### src/rtl/counter_pkg.sv
// Shared encodings and sizing helper for the configurable counter and its prescaler.
package counter_pkg;

    localparam logic DIR_UP   = 1'b1;
    localparam logic DIR_DOWN = 1'b0;

    localparam int MODE_WRAP = 0;
    localparam int MODE_SAT  = 1;

    // Bits needed to hold 0..prescale-1, never less than one.
    function automatic int prescale_width(input int prescale);
        int w;
        w = 1;
        for (int i = 1; i <= 9; i++) begin
            if ((32'sd1 << i) < prescale) begin
                w = i + 1;
            end else begin
                w = w;
            end
        end
        return w;
    endfunction

endpackage

### src/rtl/counter_prescaler.sv
// Divides enabled cycles by PRESCALE; tick marks the enabled cycle that completes a period.
module counter_prescaler
    import counter_pkg::*;
#(
    parameter int PRESCALE = 1
) (
    input  logic clk,
    input  logic reset,
    input  logic en,
    input  logic clear,
    output logic tick
);

    localparam int PW = prescale_width(PRESCALE);
    localparam logic [PW-1:0] LAST = PW'(PRESCALE - 1);

    logic [PW-1:0] pre_r;

    // Prescale phase register; clear restarts the period without a tick.
    always_ff @(posedge clk) begin
        if (reset) begin
            pre_r <= {PW{1'b0}};
        end else if (clear) begin
            pre_r <= {PW{1'b0}};
        end else if (en) begin
            pre_r <= (pre_r == LAST) ? {PW{1'b0}} : pre_r + PW'(1);
        end else begin
            pre_r <= pre_r;
        end
    end

    assign tick = (PRESCALE == 1) ? en : (en && (pre_r == LAST));

endmodule

### src/rtl/config_counter.sv
// Up/down counter with load, wrap-or-saturate bounds, terminal-count pulse and sticky overflow.
module config_counter
    import counter_pkg::*;
#(
    parameter int WIDTH    = 4,
    parameter int MAX      = (2 ** WIDTH) - 1,
    parameter int SATURATE = 0,
    parameter int PRESCALE = 1
) (
    input  logic             clk,
    input  logic             reset,
    input  logic             en,
    input  logic             up,
    input  logic             load,
    input  logic [WIDTH-1:0] load_value,
    input  logic             clear_ovf,
    output logic [WIDTH-1:0] count,
    output logic             tc,
    output logic             overflow
);

    if (WIDTH < 1) begin : g_bad_width
        $fatal(1, "config_counter: WIDTH must be at least 1");
    end
    if ((MAX < 1) || (MAX > (2 ** WIDTH) - 1)) begin : g_bad_max
        $fatal(1, "config_counter: MAX must lie in 1..2**WIDTH-1");
    end
    if ((PRESCALE < 1) || (PRESCALE > 256)) begin : g_bad_prescale
        $fatal(1, "config_counter: PRESCALE must lie in 1..256");
    end

    localparam logic [WIDTH-1:0] MAX_V  = WIDTH'(MAX);
    localparam logic [WIDTH-1:0] ZERO_V = {WIDTH{1'b0}};

    logic             tick_s;
    logic [WIDTH-1:0] count_r, count_next_s;
    logic             tc_r, tc_next_s;
    logic             ovf_r, ovf_next_s;
    logic             boundary_s;

    counter_prescaler #(
        .PRESCALE (PRESCALE)
    ) u_prescaler (
        .clk   (clk),
        .reset (reset),
        .en    (en),
        .clear (load),
        .tick  (tick_s)
    );

    // Next-state logic: load overrides a step; direction is sampled on the step cycle only.
    always_comb begin
        count_next_s = count_r;
        boundary_s   = 1'b0;
        if (load) begin
            count_next_s = (load_value > MAX_V) ? MAX_V : load_value;
        end else if (tick_s) begin
            if (up == DIR_UP) begin
                if (count_r >= MAX_V) begin
                    boundary_s   = 1'b1;
                    count_next_s = (SATURATE == MODE_SAT) ? MAX_V : ZERO_V;
                end else begin
                    count_next_s = count_r + WIDTH'(1);
                end
            end else begin
                if (count_r == ZERO_V) begin
                    boundary_s   = 1'b1;
                    count_next_s = (SATURATE == MODE_SAT) ? ZERO_V : MAX_V;
                end else begin
                    count_next_s = count_r - WIDTH'(1);
                end
            end
        end else begin
            count_next_s = count_r;
        end
        tc_next_s = boundary_s;
        // A boundary crossing in the same cycle as clear_ovf keeps the flag set.
        if (boundary_s) begin
            ovf_next_s = 1'b1;
        end else if (clear_ovf) begin
            ovf_next_s = 1'b0;
        end else begin
            ovf_next_s = ovf_r;
        end
    end

    // Output and count registers.
    always_ff @(posedge clk) begin
        if (reset) begin
            count_r <= ZERO_V;
            tc_r    <= 1'b0;
            ovf_r   <= 1'b0;
        end else begin
            count_r <= count_next_s;
            tc_r    <= tc_next_s;
            ovf_r   <= ovf_next_s;
        end
    end

    assign count    = count_r;
    assign tc       = tc_r;
    assign overflow = ovf_r;

endmodule

### config.mk
export PLATFORM = sky130hd
export DESIGN_NAME = config_counter
export DESIGN_NICKNAME = d
export VERILOG_FILES = /design/src/rtl/counter_pkg.sv /design/src/rtl/counter_prescaler.sv /design/src/rtl/config_counter.sv
export SDC_FILE = /design/constraint.sdc
export NUM_CORES = 1
export LEC_CHECK = 0
export CORE_AREA = 2 2 39 41
export CTS_BUF_LIST = sky130_fd_sc_hd__clkbuf_16
export DETAILED_ROUTE_END_ITERATION = 7
export DIE_AREA = 0 0 41 43
export GPL_TIMING_DRIVEN = 0
export PLACE_DENSITY = 0.61
export SYNTH_ARGS = -nofsm -noshare
export SYNTH_HDL_FRONTEND = slang
export SYNTH_SLANG_ARGS = --single-unit
export TNS_END_PERCENT = 100
### constraint.sdc
create_clock -name clk -period 1.6 [get_ports clk]
set_clock_uncertainty 0.1 [all_clocks]
set_input_delay 0.24 -clock clk [delete_from_list [all_inputs] [get_ports clk]]
set_output_delay 0.24 -clock clk [all_outputs]
set_load 0.02 [all_outputs]
==> results.toml, run 1 <==
[place]
port-buffer-count = 15
place_area_um2 = 562
post-place-ws_ns = -0.329
number_of_placed_instances_taps_included = 78
place_congestion = 0.670
post-dp-hpwl_um = 721

[synth]
synth_largest_type_area_fraction = 0.311
yosysUniqueCellTypes = 24
synth.avg_cell_area_um2 = 8.23
syn_nets = 59
synthArstFlopShare = 0
netlist_top_cells_count = "6 x a21oi_1, 6 x dfxtp_1, 4 x inv_1, 4 x nor2_1"
synth_top_area_cell = "dfxtp_1"
ys_warn_count = 0
synth.yosys.seq_area_share = 0.311
syn-cell-area_um2 = 387
synth_enable_flop_cells = 0
yosys_most_used_dff = "dfxtp_1"
synthesis.instances = 47
synth.top_cells.by_area = "dfxtp_1 31%, a21oi_1 7.8%, ha_1 6.5%"
ys_seq_elements = 6

[worst_hold_path]
holdCritStartpoint = "overflow"
min_delay_path_depth = 2
hold_path.class = "reg -> reg"
timing.hold.worst_endpoint = "overflow"

[die]
chipWidth_um = 41
die-height_um = 43
initial_core_util = 0.279
io-pin-count = 16
standard_cell_row_count = 14
full_die_area_um2 = 1760
placeableCoreArea_um2 = 1380

[power_and_ir_drop]
clock_group_share_of_total_power = 0.570
cellInternalPower_w = 0.000563
power_switching_w = 0.000174
sequentialPowerShare = 0.240
combinational_share_of_power = 0.190
irDropWorstVdd_v = 0.000608
total_leakage_power_nw = 0.307
p_per_area_nw_per_um2 = 1080
swShare = 0.236

[worst_setup_path]
critical_path.max_stage_delay_ns = 0.61
worstReg2RegEnd = "count[0]"
r2r_startpoint = "count[0]"
reg2regPathDepth = 6
criticalPathCategory = "reg -> out"
cp_delay_by_family_top = "buffers and inverters"
required_time_worst_endpoint_ns = 1.26
setup.worst_path.start_class = "register"
critical_path.cell_chain = "clkdlybuf4s50_1"
critPathArrivalTime_ns = 1.22
critical_path_peak_fanout = 7
worst-path-buf-inv = 1
crit_path_end_kind = "output port"
r2r_slack_ns = 0.07
critical_path_top_delay_cell = "clkdlybuf4s50_1"

[cts]
cts_num_sinks = 6
ctsRootBufferMaster = "clkbuf_16"
clkLatencyLatePin_ns = 0.23
cts-hold-fix-buffers = 0
max-clock-path-buffers = 2
cts.reportedPaths.clkPinSlew_ns = 0.04
cts_buffers = 3
cts.htree.levels = 1
cts_tree = "done"

[global_route]
antenna_violations_before_repair = 0
grt_first_pass_wirelength_um = 1640
globalRouteOverflowTotal = 0
grt_max_degree = 10
grt_pass1_vias = 376
grt_util_all_layers = 0.143

[detailed_routing]
antenna_violating_nets_post_route = 0
number_of_iterations_in_the_first_detailed_routing_pass = 3
route.detailed.drc = 0
drt-total-wl_um = 1040
detail_route.iter0.violations = 29
via_per_inst = 4.98
overall_via_count_from_detail_route = 418
post_drt_wl_per_cell_um = 12.4

[cells_and_area]
layout-drive-gt1-share = 0.206
finish.cell_count_without_fillers = 84
fin_area_um2 = 686
fillers = 148
antennaDiodeCount = 0
area_growth_syn_to_layout_pct = 77.3
final_core_utilization = 0.495
nets = 81

[sta]
final-hold-violation-count = 0
finalSetupViolations = 0
worst_slew_pin_slew_ns = 0.304
maxSlewViolCount = 0
post-route-period-util = 0.974
max-slew-margin-rel = 0.797
fmaxAchievable_mhz = 642
finalCriticalPeriod_ns = 1.56
fin_tns_setup_ns = 0
setup_ws_ns = 0.0415

[outcome]
status = "finished, final reports clean"

[run]
cap_viol_max_count = 0
-- how the worst max path moves through the flow --
stage	startpoint	cells after the start	slack (ns)	endpoint
2_1_floorplan	count[1]	6	0.003	count[0]
3_3_place_gp	up	5	-0.32	count[0]
3_5_place_dp	up	5	-0.33	count[0]
4_1_cts	count[0]	6	-0.07	count[0]
5_1_grt	count[0]	6	-0.005	overflow
6_report	count[1]	1	0.04	count[1]
-- metal layers --
layer  vias up  global-route usage  wire (um)
met3         2              0.0785         60
li1        212                   -          -
met2        12               0.178        501
met5         -                   0          0
met4         0              0.0800         19
met1       192               0.186        462
-- tightest hold or removal path: cells and delay by family, from the launching register on --
kind | cells | cell delay [ns]
DFF | 1 | 0.30
and+or+nand+nor | 1 | 0.06
AOI/OAI and AO/OA | 1 | 0.06
-- cells in the final DEF (no fill, tap or decap), drive strengths merged --
master         count
a211oi             2
a21bo              1
a21oi              6
a311o              1
a31oi              1
and3               1
buf                2
clkbuf             3
clkdlybuf4s50     11
dfxtp              6
dlygate4sd2        1
dlymetal6s2s       3
ha                 2
inv                6
mux2               1
mux2i              1
nand2              3
nand2b             1
nand4              1
nor2               4
nor2b              1
o21ai              3
o21bai             1
o221ai             1
o31ai              1
or3b               1
or4                1
xnor2              2
-- state kept, by name (all words and copies together) (netlist names) --
register and cells:
count 4, overflow 1, tc 1
-- layout make-up --
class	instances	area, um^2	area share
clock buffers	3	75.1	0.109
multi-input cells	36	267	0.389
well taps	16	20.0	0.0292
inverters	5	21.3	0.0310
clock inverters	1	3.75	0.00547
flip-flops and latches	6	128	0.186
repair buffers	17	171	0.250
-- power by group through the flow --
stage	logic, W	clock network [W]	registers (W)
global placement	0.000125	0	0.000179
finish	0.000140	0.000420	0.000177
detailed placement	0.000126	0	0.000180
floorplan	0.0000583	0	0.000187
global route	0.000154	0.000438	0.000179
CTS	0.000126	0.000427	0.000177
-- kinds of logic after synthesis --
group,count (synthesis),share of synthesized area
compound gates,17,0.301
xor+xnor,2,0.0453
fa+ha+maj,2,0.0647
buf+inv,5,0.0485
flops,6,0.311
mux,2,0.0550
simple gates,13,0.175
-- through the flow --
step | hold WS (ns) | power, W
global placement | 0.365 | 0.000304
finish | 0.372 | 0.000738
CTS | 0.372 | 0.000730
floorplan | 0.199 | 0.000246
global route | 0.410 | 0.000771
detailed placement | 0.367 | 0.000306
-- repair_timing --
action	in CTS	in global routing
pin swaps	2	3
endpoints found under the setup margin	3	7
hold endpoints to repair	0	0
buffers inserted	0	2
resized for setup	2	9
Power figures use the tool's default switching activity.
==> inputs of run 2 (changes only) <==
--- a/config.mk
+++ b/config.mk
@@ -9,8 +9,9 @@
 export CTS_BUF_LIST = sky130_fd_sc_hd__clkbuf_16
 export DETAILED_ROUTE_END_ITERATION = 7
 export DIE_AREA = 0 0 41 43
+export DONT_BUFFER_PORTS = 1
 export GPL_TIMING_DRIVEN = 0
-export PLACE_DENSITY = 0.61
+export PLACE_DENSITY = 0.45
 export SYNTH_ARGS = -nofsm -noshare
 export SYNTH_HDL_FRONTEND = slang
 export SYNTH_SLANG_ARGS = --single-unit
==> results.toml, run 2 (synthesis results as in run 1) <==
[place]
place_congestion = 0.727
post-place-ws_ns = -0.112
post-dp-hpwl_um = 629
port-buffer-count = 0

[cts]
ctsRootBufferMaster = "clkbuf_16"
max-clock-path-buffers = 2
cts_num_sinks = 6
cts_buffers = 3
cts.reportedPaths.clkPinSlew_ns = 0.04
clkLatencyLatePin_ns = 0.23
cts_tree = "done"
cts.htree.levels = 1

[cells_and_area]
layout-drive-gt1-share = 0.245
layout_commonest_cell = "a21oi_1"
area_growth_syn_to_layout_pct = 36.9
seqCellArea_um2 = 129
fillers = 147
largest_register_ffs = 4
mostFrequentLayoutCells = "5 x a21oi_1, 4 x inv_1, 4 x nor2_1"
multiInputGateArea_um2 = 267
nets = 66
antennaDiodeCount = 0
final_core_utilization = 0.382

[global_route]
gr-usage-met1 = 0.167
gr-usage-met2 = 0.169
grt_util_all_layers = 0.130
grt_first_pass_wirelength_um = 1520
grt.busiest_layer = "met2"
global_route.usage.met3 = 0.0890
grt_max_degree = 10
antenna_violations_before_repair = 0
grt_pass1_vias = 340
globalRouteOverflowTotal = 0

[sta]
post-route-period-util = 0.966
setup_ws_ns = 0.0549
maxSlewViolCount = 0
final-hold-violation-count = 0
rsz_0062_raised_after_global_routing = "no"
worst_slew_pin_slew_ns = 0.462
fin_worst_hold_slack_ns = 0.0403
finalCriticalPeriod_ns = 1.55
max-slew-margin-rel = 0.692
finalSetupViolations = 0
fmaxAchievable_mhz = 647

[worst_setup_path]
critical_path_peak_fanout = 7
worst-path-buf-inv = 1
crit_path_end_kind = "register"
critical_path.cell_chain = "inv_2, ha_4, or3b_4, a21oi_2, o221ai_1, a21oi_1"
critPathArrivalTime_ns = 1.60
cp_delay_by_family_top = "compound AO/OA/AOI/OAI gates"
critical_path.max_stage_delay_ns = 0.38
critical_path_top_delay_cell = "dfxtp_4"
required_time_worst_endpoint_ns = 1.65
criticalPathCategory = "reg -> reg"
setup.worst_path.start_class = "register"

[detailed_routing]
via_per_inst = 5.09
drt-total-wl_um = 881
post_drt_wl_per_cell_um = 12.8
overall_via_count_from_detail_route = 351
detail_route.iter0.violations = 4
route.detailed.drc = 0
antenna_violating_nets_post_route = 0
number_of_iterations_in_the_first_detailed_routing_pass = 2

[worst_hold_path]
hold_path.class = "in -> reg"

[run]
cap_viol_max_count = 0

[power_and_ir_drop]
p_per_area_nw_per_um2 = 1290
irDropWorstVdd_v = 0.000569
total_leakage_power_nw = 0.206

[die]
placeableCoreArea_um2 = 1380
die-height_um = 43
io-pin-count = 16
full_die_area_um2 = 1760
standard_cell_row_count = 14
initial_core_util = 0.279
chipWidth_um = 41

[outcome]
status = "finished, final reports clean"
## run 2: routing by layer
layer | wire, um | part of all wire
met1 | 401 | 0.46
met2 | 391 | 0.44
met3 | 88 | 0.10
met4 | 0 | 0
met5 | 0 | 0
## run 2: per-stage QoR
| step | power, W | cells | instance area (um^2) | setup TNS (ns) |
|---|---|---|---|---|
| finish | 0.000683 | 69 | 529 | 0 |
| global route | 0.000716 | 69 | 529 | 0 |
| CTS | 0.000684 | 69 | 515 | 0 |
| detailed placement | 0.000259 | 63 | 412 | -0.155 |
| global placement | 0.000259 | 63 | 412 | -0.144 |
| floorplan | 0.000246 | 47 | 392 | 0 |
## run 2: area by class of cell
cell class	count	share of cell area
Tap cell	16	0.0378
Timing Repair Buffer	2	0.0260
Clock buffer	3	0.142
Multi-Input combinational cell	36	0.504
Sequential cell	6	0.243
Inverter	5	0.0402
Clock inverter	1	0.00709
## run 2: final timing paths
| path | from | to | slack [ns] | cells past startpoint |
|---|---|---|---|---|
| worst min-delay path | load | count[0] | 0.04 | 2 |
| worst max-delay path | count[0] | count[0] | 0.05 | 6 |
| worst min register to register | overflow | overflow | 0.47 | 2 |
| worst max register to register | count[0] | count[0] | 0.05 | 6 |
## run 2: worst register-to-register path, cell delays in order, from the launching register on
cell and delay, ns:
dfxtp_4 0.38, inv_2 0.08, ha_4 0.13, or3b_4 0.38, a21oi_2 0.14, o221ai_1 0.13, a21oi_1 0.15
## run 2: timing repair
item / in CTS / in global routing
resized for setup: 5 / 3
buffers inserted: 1 / 0
setup endpoints to repair: 3 / 3
pin swaps: 1 / 0
hold buffers: 1 / 0
hold endpoints to repair: 5 / 0
## run 2: report_power, final
| part | leakage (nW) | total, W | internal (W) | switching [W] |
|---|---|---|---|---|
| sequential | 0.0509 | 0.000191 | 0.000161 | 0.0000300 |
| combinational | 0.112 | 0.0000808 | 0.0000449 | 0.0000359 |
| clock | 0.0423 | 0.000412 | 0.000324 | 0.0000875 |
==> inputs of run 3 (changes only) <==
--- a/config.mk
+++ b/config.mk
@@ -5,8 +5,10 @@
 export SDC_FILE = /design/constraint.sdc
 export NUM_CORES = 1
 export LEC_CHECK = 0
+export CAP_MARGIN = 20
 export CORE_AREA = 2 2 39 41
-export CTS_BUF_LIST = sky130_fd_sc_hd__clkbuf_16
+export CTS_BUF_LIST = sky130_fd_sc_hd__clkbuf_4
+export CTS_CLUSTER_SIZE = 40
 export DETAILED_ROUTE_END_ITERATION = 7
 export DIE_AREA = 0 0 41 43
 export DONT_BUFFER_PORTS = 1
==> results.toml, run 3 (synthesis results as in run 1) <==
[outcome]
status = "finished, final reports clean"

[worst_hold_path]
holdCritStartpoint = "load"
min_delay_path_depth = 2
timing.hold.worst_endpoint = "count[0]"
hold_path.class = "in -> reg"

[sta]
post-route-period-util = 0.960
fmaxAchievable_mhz = 651
final-hold-violation-count = 0
finalCriticalPeriod_ns = 1.54
max-slew-margin-rel = 0.692
rsz_0062_raised_after_global_routing = "no"
setup_ws_ns = 0.0646
maxSlewViolCount = 0
fin_worst_hold_slack_ns = 0.0242
finalSetupViolations = 0
worst_slew_pin_slew_ns = 0.461

[worst_setup_path]
reg2regPathDepth = 6
setup.worst_path.start_class = "register"
critical_path_peak_fanout = 7
r2r_slack_ns = 0.06
criticalPathCategory = "reg -> reg"
critPathArrivalTime_ns = 1.61
r2r_startpoint = "count[0]"
required_time_worst_endpoint_ns = 1.68
crit_path_end_kind = "register"
worstReg2RegEnd = "count[0]"

[run]
cap_viol_max_count = 0

[global_route]
grt_util_all_layers = 0.122
grt_pass1_vias = 327
grt_first_pass_wirelength_um = 1460
antenna_violations_before_repair = 0
grt_max_degree = 10
globalRouteOverflowTotal = 0

[power_and_ir_drop]
power_w = 0.000442
p_per_area_nw_per_um2 = 920
total_leakage_power_nw = 0.182
irDropWorstVdd_v = 0.000472

[die]
chipWidth_um = 41
full_die_area_um2 = 1760
initial_core_util = 0.279
standard_cell_row_count = 14
die-height_um = 43
io-pin-count = 16
placeableCoreArea_um2 = 1380

[place]
port-buffer-count = 0
post-place-ws_ns = -0.112
post-dp-hpwl_um = 629
place_congestion = 0.727

[detailed_routing]
top_layer_used = "met3"
dr_wl_met3_um = 85
overall_via_count_from_detail_route = 355
route.detailed.drc = 0
drt-total-wl_um = 869
antenna_violating_nets_post_route = 0
number_of_iterations_in_the_first_detailed_routing_pass = 4
detail_route.iter0.violations = 4
post_drt_wl_per_cell_um = 12.6
via_per_inst = 5.14
met2_length_um = 373
drt-met1-wl_um = 411

[cells_and_area]
layout_commonest_cell = "a21oi_1"
fillers = 151
area_growth_syn_to_layout_pct = 24.3
mostFrequentLayoutCells = "5 x a21oi_1, 4 x nor2_1, 4 x clkbuf_4"
largest_register_ffs = 4
nets = 66
layout-drive-gt1-share = 0.264
antennaDiodeCount = 0

[cts]
max-clock-path-buffers = 2
clkLatencyLatePin_ns = 0.25
ctsRootBufferMaster = "clkbuf_4"
cts.reportedPaths.clkPinSlew_ns = 0.05
cts_tree = "done"
cts_num_sinks = 6
cts_buffers = 3
cts.htree.levels = 1
[run 3: cell types whose count changed in the layout (fill, tap and decap cells not counted)]
cell	before	now
clkbuf_4	0	4
clkbuf_16	3	0
inv_1	4	3
[run 3: how the worst max path moves through the flow]
stage          startpoint  cells after the start  slack [ns]       end
2_1_floorplan    count[1]                      6       0.003  count[0]
3_3_place_gp     count[1]                      6       -0.11  count[0]
3_5_place_dp     count[1]                      6       -0.11  count[0]
4_1_cts          count[1]                      6       0.006  count[0]
5_1_grt          count[1]                      6        0.01  overflow
6_report         count[0]                      6        0.06  count[0]
[run 3: routing by layer]
| layer | vias up | global-route usage |
|---|---|---|
| met5 | - | 0 |
| met2 | 13 | 0.156 |
| met4 | 0 | 0.0200 |
| met1 | 154 | 0.170 |
| li1 | 188 | - |
| met3 | 0 | 0.0838 |
[run 3: cell type report]
type,count,area (um^2),share of cell area
Multi-Input combinational cell,36,267,0.555
Sequential cell,6,129,0.268
Clock buffer,4,30.0,0.0625
Inverter,5,21.3,0.0443
Tap cell,16,20.0,0.0417
Timing Repair Buffer,2,13.8,0.0286
[run 3: timing repair]
action / in CTS / in global routing
endpoints found under the hold margin: 5 / 0
endpoints found under the setup margin: 3 / 3
hold buffers: 1 / 0
gates cloned: 0 / 0
pin swaps: 1 / 1
setup buffers: 1 / 0
resized for setup: 5 / 3
[run 3: power by group]
part           internal (W)  switching (W)  total (W)
Combinational     0.0000449      0.0000359  0.0000809
Clock              0.000112      0.0000591   0.000171
Sequential         0.000160      0.0000301   0.000190
[run 3: metrics by stage]
stage               utilization  TNS, ns  instances  area (um^2)
finish                    0.347        0         69          480
CTS                       0.337        0         69          467
detailed placement        0.297   -0.155         63          412
floorplan                     -        0         47          392
global placement          0.297   -0.144         63          412
global route              0.347        0         69          480
[run 3: worst max-delay path, cell delays in order (launching register included)]
cell	delay [ns]
dfxtp_4	0.38
inv_2	0.08
ha_4	0.13
or3b_4	0.38
a21oi_2	0.14
o221ai_1	0.13
a21oi_1	0.13
